[config.mk]
export PLATFORM = sky130hd
export DESIGN_NAME = imem_access_ctrl
export DESIGN_NICKNAME = d
export VERILOG_FILES = /design/src/rtl/imem_access_ctrl.sv
export SDC_FILE = /design/constraint.sdc
export NUM_CORES = 1
export LEC_CHECK = 0
export CAP_MARGIN = 40
export CORE_MARGIN = 5
export CORE_UTILIZATION = 42
export CTS_CLUSTER_DIAMETER = 60
export DETAILED_ROUTE_END_ITERATION = 8
export PLACE_DENSITY = 0.85
export SYNTH_ARGS = -nofsm -noshare
export SYNTH_HDL_FRONTEND = slang
export SYNTH_SLANG_ARGS = --single-unit
[constraint.sdc]
create_clock -name clk -period 1.85 [get_ports clk]
set_input_delay 0.185 -clock clk [delete_from_list [all_inputs] [get_ports clk]]
set_output_delay 0.185 -clock clk [all_outputs]
set_load 0.005 [all_outputs]
[src/rtl/imem_access_ctrl.sv]
// Byte-wide instruction memory access controller: splits 16-bit loader writes and
// CPU fetches into two byte cycles, gives the loader priority, and freezes fetch on HALT_WORD.
module imem_access_ctrl #(
  parameter int unsigned ADDR_W    = 8,
  parameter logic [15:0] HALT_WORD = 16'h0000
) (
  input  logic              clk,
  input  logic              reset_n,
  input  logic              ld_req,
  input  logic [ADDR_W-1:0] ld_addr,
  input  logic [15:0]       ld_data,
  output logic              ld_ack,
  input  logic              f_req,
  input  logic [ADDR_W-1:0] f_pc,
  output logic              f_valid,
  output logic [15:0]       f_instr,
  output logic              halted,
  input  logic              halt_clr,
  output logic              busy,
  output logic [ADDR_W-1:0] mem_addr,
  output logic              mem_we,
  output logic [7:0]        mem_wdata,
  input  logic [7:0]        mem_rdata
);

  typedef enum logic [2:0] {
    IDLE  = 3'd0,
    WR_HI = 3'd1,
    WR_LO = 3'd2,
    RD_HI = 3'd3,
    RD_LO = 3'd4,
    HALT  = 3'd5
  } state_t;

  localparam logic [ADDR_W-1:0] ADDR_ONE = {{(ADDR_W-1){1'b0}}, 1'b1};

  state_t            state_q, state_d;
  logic [ADDR_W-1:0] addr_q;
  logic [ADDR_W-1:0] addr_lo;
  logic [15:0]       data_q;
  logic [7:0]        hi_byte;
  logic [15:0]       rd_word;
  logic              req_ok;
  logic              take_ld;
  logic              take_f;

  assign addr_lo = addr_q + ADDR_ONE;
  assign rd_word = {hi_byte, mem_rdata};

  // A request still held during its own ack/valid cycle must not start a second access.
  assign req_ok  = !ld_ack && !f_valid;

  always_comb begin
    state_d = state_q;
    take_ld = 1'b0;
    take_f  = 1'b0;
    unique case (state_q)
      IDLE: begin
        if (req_ok && ld_req) begin
          take_ld = 1'b1;
          state_d = WR_HI;
        end else if (req_ok && f_req) begin
          take_f  = 1'b1;
          state_d = RD_HI;
        end
      end
      WR_HI: state_d = WR_LO;
      // halted is still set for a write started from HALT, so it doubles as the return flag.
      WR_LO: state_d = halted ? HALT : IDLE;
      RD_HI: state_d = RD_LO;
      RD_LO: state_d = (rd_word == HALT_WORD) ? HALT : IDLE;
      HALT: begin
        if (req_ok && ld_req) begin
          take_ld = 1'b1;
          state_d = WR_HI;
        end else if (halt_clr) begin
          state_d = IDLE;
        end
      end
      default: state_d = IDLE;
    endcase
  end

  always_comb begin
    mem_addr  = '0;
    mem_we    = 1'b0;
    mem_wdata = '0;
    busy      = 1'b0;
    unique case (state_q)
      WR_HI: begin
        mem_addr  = addr_q;
        mem_we    = 1'b1;
        mem_wdata = data_q[15:8];
        busy      = 1'b1;
      end
      WR_LO: begin
        mem_addr  = addr_lo;
        mem_we    = 1'b1;
        mem_wdata = data_q[7:0];
        busy      = 1'b1;
      end
      RD_HI: begin
        mem_addr = addr_q;
        busy     = 1'b1;
      end
      RD_LO: begin
        mem_addr = addr_lo;
        busy     = 1'b1;
      end
      default: ;
    endcase
  end

  always_ff @(posedge clk or negedge reset_n) begin
    if (!reset_n) begin
      state_q <= IDLE;
      addr_q  <= '0;
      data_q  <= '0;
      hi_byte <= '0;
      f_instr <= '0;
      f_valid <= 1'b0;
      ld_ack  <= 1'b0;
      halted  <= 1'b0;
    end else begin
      state_q <= state_d;
      f_valid <= (state_q == RD_LO);
      ld_ack  <= (state_q == WR_LO);
      if (take_ld) begin
        addr_q <= ld_addr;
        data_q <= ld_data;
      end else if (take_f) begin
        addr_q <= f_pc;
      end
      if (state_q == RD_HI) begin
        hi_byte <= mem_rdata;
      end
      if (state_q == RD_LO) begin
        f_instr <= rd_word;
        if (rd_word == HALT_WORD) begin
          halted <= 1'b1;
        end
      end else if (state_q == HALT && state_d == IDLE) begin
        halted <= 1'b0;
      end
    end
  end

endmodule

Yosys cells after proc, flatten, opt, wreduce, memory -nomap -nowiden:

Index checks and enable logic that the tools add are counted.

* $add $sub $neg: 1
* eq/ne operators: 6
* mux-type cells: 21
* reduce and logical (&&, ||, !) cells: 17

Operators by type and width (count)
* $pmux 8 s2: 2
* $mux 3: 6
* $pmux 3 s6: 1
* $logic_not 16->1: 1
* $mux 8: 2
* $mux 1: 10
* $add 8x1->8 const B: 1
* $reduce_or 2->1: 4
* $eq 3x2->1 const B: 2
* $eq 3x3->1 const B: 2
* $logic_not 3->1: 2
* $logic_and 1x1->1: 4
* $reduce_bool 2->1: 2
* $reduce_or 4->1: 1
* $eq 3x1->1 const B: 1
* $logic_not 1->1: 2
* $ne 2x2->1 const B: 1
* $reduce_and 2->1: 1

* register bits after elaboration: 54
* bits of input ports: 45
* output and inout bits: 37
* logic and storage cells: 53

Depth between registers and ports, before layout:

* word-level depth: 10
* depth in mapped cells: 6
* mapped depth without buffers: 5

Least setup slack after synthesis:

OpenSTA, ideal clock, no wires.

* kind: flip-flop to flip-flop
* from: reg ld_ack
* to: reg data_q[10]
* setup time: 125 ps
* arrival time: 1637 ps
* data required time: 1725 ps
* path slack: 89 ps
* cell stages (with the launch flop): 5
* buffers on the path: 1
* clock period less this slack: 1761 ps
* cell sequence: dfrtp_1 -> or3b_4 -> nor4_4 -> buf_6 -> mux2_2

* cells in the longest elaborated chain, start to end: 5

RTL lines
* from (decl): RTL line 12 `output logic ld_ack,`
* from (signal assigned): RTL line 127 `ld_ack <= (state_q == WR_LO);`
* $logic_not 1->1: RTL line 51 `assign req_ok = !ld_ack && !f_valid;`
* $logic_and 1x1->1: RTL line 51
* $logic_and 1x1->1: RTL line 59, 73
* $mux 1: RTL line 59, 73
* $mux 1
* to (signal assigned): RTL line 130 `data_q <= ld_data;`
* to (decl): RTL line 40 `logic [15:0] data_q;`

No other way between the ends.
A chain may end at the register's enable or synchronous reset.

Worst setup path in the final report:

* from: reg state_q[2]
* to: out mem_addr[3]

* cells in the longest elaborated chain, start to end: 3
* elaborated cells between the ends (all ways): 7
* those cells by class: eq/ne (4); mux (1); reduce/logical (2)

RTL lines
* from (decl): RTL line 37 `state_t state_q, state_d;`
* from (signal assigned): RTL line 125 `state_q <= state_d;`
* $eq 3x3->1 (tied with other cells): RTL line 89 `unique case (state_q)`
* $reduce_or 2->1 (no line)
* $pmux 8 s2 *: RTL line 89
* to (decl): RTL line 20 `output logic [ADDR_W-1:0] mem_addr,`

Every way passes the cells marked *; elsewhere a longest branch is shown, timed or not.

==> summary.txt <==
Run status
  – Status: finished, violations left
  – Failing checks: negative setup slack

Synth
  – Cell with the most instances after synthesis: sky130_fd_sc_hd__mux2_2
  – Dominant synthesized flop cell: sky130_fd_sc_hd__dfrtp_1
  – Simple logic cell fraction of the synthesized area: 0.114
  – Warning count from the yosys run: 0
  – Compound-Gate Fraction of Synth Area: 0.0821
  – Number of synthesized register bits: 54
  – Async SR Flop Fraction: 1.00
  – Top cell types by occurrence after synthesis: sky130_fd_sc_hd__mux2_2, sky130_fd_sc_hd__dfrtp_1, sky130_fd_sc_hd__nor2_1
  – Multiplexer share of the synthesized area: 0.245
  – Combinational family with the most area after synthesis: multiplexers
  – Post-synthesis cell count: 202
  – Largest cells by area after synthesis: sky130_fd_sc_hd__dfrtp_1, sky130_fd_sc_hd__mux2_2, sky130_fd_sc_hd__a22oi_1
  – Parity-gate share of the synthesized area counting xor and xnor cells: 0.00340
  – Sequential element share of the synthesized area: 0.525
  – Synthesized area per cell: 12.7 sq um
  – Syn Nets: 248
  – Area leader, netlist: sky130_fd_sc_hd__dfrtp_1
  – Adder-cell share of the synthesized area: 0.00486
  – Number of synthesized flops with an enable pin: 0
  – Synthesized area: 2570 sq um
  – Post-synth top area share: 0.525
  – Yosys cell types: 38

Setup path
  – Endpoint kind of the worst setup timing path: output port
  – CP startpoint kind: flop
  – Register-to-Register Path Depth: 9
  – Worst Path Max Fanout: 5
  – Critical path required time: 1.66 ns
  – Reg-to-Reg Start: state_q[0]$_DFF_PN0_
  – Crit path DAT: 1.74 ns
  – Register-to-register path setup slack: -0.05 ns
  – Class of the most critical setup path: flop to output port
  – Endpoint of the lowest-slack register-to-register path: data_q[2]$_DFFE_PN0P_

Hold path
  – Worst min-delay path class: input pin to asynchronous set/reset pin

Floorplanning
  – Num rows: 28
  – Core region area: 5960 sq um
  – Count of pins on the block boundary: 82
  – Die outline height: 88.3 um
  – Die width: 88.3 um
  – Area enclosed by the die boundary: 7800 sq um
  – Initial Util: 0.432

Global routing
  – Total global routing track utilization: 0.185
  – Sum of overflow across all layers after global routing: 0
  – Via count of the first global-routing pass: 2262
  – Initial antenna violation count: 0
  – Wire length of the first global-routing pass: 11100 um
  – Pin count of the biggest net entering global routing: 34

Cells and area
  – Final net count: 375
  – Antenna diode count: 0
  – Area added between synthesis and finish: 61.9%
  – Fraction of final layout cells sized beyond drive strength 1: 0.479
  – Final standard cell utilization of the core: 0.700

Clocking
  – Clock input transition at the sequential cells of the worst setup and hold paths: 0.10 ns
  – Worst-Skew Late Latency: 0.30 ns
  – # H-tree levels: 2
  – Clock buffer count from CTS: 5
  – Maximum clock path buffer count: 2
  – Clock tree sinks: 54
  – Buffer cell driving the clock tree root: sky130_fd_sc_hd__clkbuf_8
  – Clock tree from TritonCTS: built

Pwr
  – Power Density: 1680 nW/um^2
  – Largest vdd supply drop: 804 uV
  – Total design power: 7.02 mW
  – Leakage: 1.82 nW

Drt
  – Number of design rule violations left after detail routing: 0
  – Via total after detailed routing: 2139
  – Number of nets with antenna violations after detailed routing: 0
  – Average wire length per cell after detail routing: 17.2 um
  – Initial drt markers: 97
  – Vias/cell: 5.28
  – Iteration count of the initial detailed-routing pass: 4
  – Final WL: 6970 um

Timing
  – Hold Fails Final Rpt: 0
  – Worst setup skew after layout: 0.00899 ns
  – Max-slew violation total from the final report: 0
  – Worst-case setup margin in the final layout: -0.0740 ns
  – Slew @ Worst Pin: 0.510 ns
  – Share of the clock period used by the worst path after layout: 1.04
  – Setup repair after global routing missed its margin: yes
  – Crit path time final: 1.92 ns
  – Max Fclk: 520 MHz
  – Setup Viol. Count Final: 16
  – Slew headroom: 0.660

Run
  – Max capacitance violation total: 0

Place
  – Final weighted congestion in routability-driven placement: 0.825
  – Count of port buffers added during placement: 81
  – Detailed placer's ending HPWL: 4670 um
[kinds of logic after synthesis]
family,count (synthesis)
mux,56
flops,54
simple gates,48
compound gates,30
buf+inv,12
xor+xnor,1
fa+ha+maj,1
[placed cells by master (no fill, tap or decap), types with 2 or more instances in the layout]
cell type,count
sky130_fd_sc_hd__a21oi_1,2
sky130_fd_sc_hd__a22o_1,2
sky130_fd_sc_hd__a22oi_2,7
sky130_fd_sc_hd__a31oi_1,2
sky130_fd_sc_hd__and3_4,2
sky130_fd_sc_hd__buf_12,6
sky130_fd_sc_hd__buf_2,13
sky130_fd_sc_hd__buf_4,25
sky130_fd_sc_hd__buf_6,12
sky130_fd_sc_hd__buf_8,3
sky130_fd_sc_hd__clkbuf_2,5
sky130_fd_sc_hd__clkbuf_8,5
sky130_fd_sc_hd__clkdlybuf4s50_1,62
sky130_fd_sc_hd__dfrtp_1,53
sky130_fd_sc_hd__inv_1,2
sky130_fd_sc_hd__mux2_2,41
sky130_fd_sc_hd__mux2_4,15
sky130_fd_sc_hd__nand2_1,9
sky130_fd_sc_hd__nand2b_1,2
sky130_fd_sc_hd__nand3_1,2
sky130_fd_sc_hd__nor2_1,10
sky130_fd_sc_hd__nor2_4,2
sky130_fd_sc_hd__nor2b_1,2
sky130_fd_sc_hd__nor2b_4,3
sky130_fd_sc_hd__nor4_1,4
sky130_fd_sc_hd__o211ai_1,3
sky130_fd_sc_hd__o21ai_1,3
sky130_fd_sc_hd__o21ai_2,2
[layout make-up]
cell class / count / area [sq um]
Clock buffer: 6 / 72.6
Clock inverter: 2 / 37.5
Fill cell: 434 / 1790
Inverter: 3 / 13.8
Multi-Input combinational cell: 136 / 1360
Sequential cell: 54 / 1350
Tap cell: 75 / 93.8
Timing Repair Buffer: 129 / 1240
[worst max path at each step]
stage | from | end | slack [ns] | cells past startpoint
floorplan | ld_ack$_DFF_PN0_ | data_q[10]$_DFFE_PN0P_ | 0.09 | 4
global placement | ld_req | data_q[6]$_DFFE_PN0P_ | -0.16 | 5
detailed placement | state_q[2]$_DFF_PN0_ | mem_addr[7] | -0.19 | 5
CTS | state_q[0]$_DFF_PN0_ | mem_wdata[3] | -0.1 | 8
global route | addr_q[1]$_DFFE_PN0P_ | mem_addr[5] | -0.13 | 7
finish | state_q[2]$_DFF_PN0_ | mem_addr[3] | -0.07 | 7
[timing repair]
item,in CTS,in global routing
hold buffers,1,0
pin swaps,10,8
resized for setup,107,30
setup buffers,17,10
setup endpoints to repair,42,43
gates cloned,3,1
endpoints found under the hold margin,21,0
[through the flow]
stage | instances | hold slack (ns) | area (sq um) | TNS, ns | setup slack, ns
4_1_cts | 398 | 0.386 | 4080 | -1.36 | -0.0964
3_3_place_gp | 370 | 0.181 | 3600 | -4.00 | -0.160
3_5_place_dp | 370 | 0.180 | 3600 | -4.99 | -0.191
5_1_grt | 405 | 0.442 | 4170 | -2.03 | -0.130
2_1_floorplan | 202 | -0.111 | 2570 | 0 | 0.0886
6_report | 405 | 0.378 | 4170 | -0.667 | -0.0740
[registers in the layout, summed over array words and instances (netlist names)]
| signal | count |
|---|---|
| f_valid | 1 |
| addr_q | 8 |
| ld_ack | 1 |
| data_q | 16 |
| hi_byte | 8 |
| f_instr | 16 |
| halted | 1 |
| state_q | 3 |
[report_power, final]
part	total [mW]	internal [mW]	switching (mW)
logic	4.06	2.57	1.49
clock network	0.771	0.404	0.367
registers	2.20	1.76	0.431
[metal layers]
layer  wire [um]  part of all wire  global-route usage
met2        3550              0.51               0.314
met4         117             0.017              0.0659
met1        2930              0.42               0.239
met5           0                 0                   0
met3         372             0.053              0.0298
[critical path, stage by stage, from the launching register on]
cell	delay, ns
sky130_fd_sc_hd__dfrtp_1	0.43
sky130_fd_sc_hd__buf_6	0.13
sky130_fd_sc_hd__nor3b_4	0.15
sky130_fd_sc_hd__buf_4	0.14
sky130_fd_sc_hd__a21o_4	0.20
sky130_fd_sc_hd__buf_6	0.11
sky130_fd_sc_hd__a22o_1	0.17
sky130_fd_sc_hd__buf_2	0.12
Note: power is estimated with default switching activity, not from simulation.
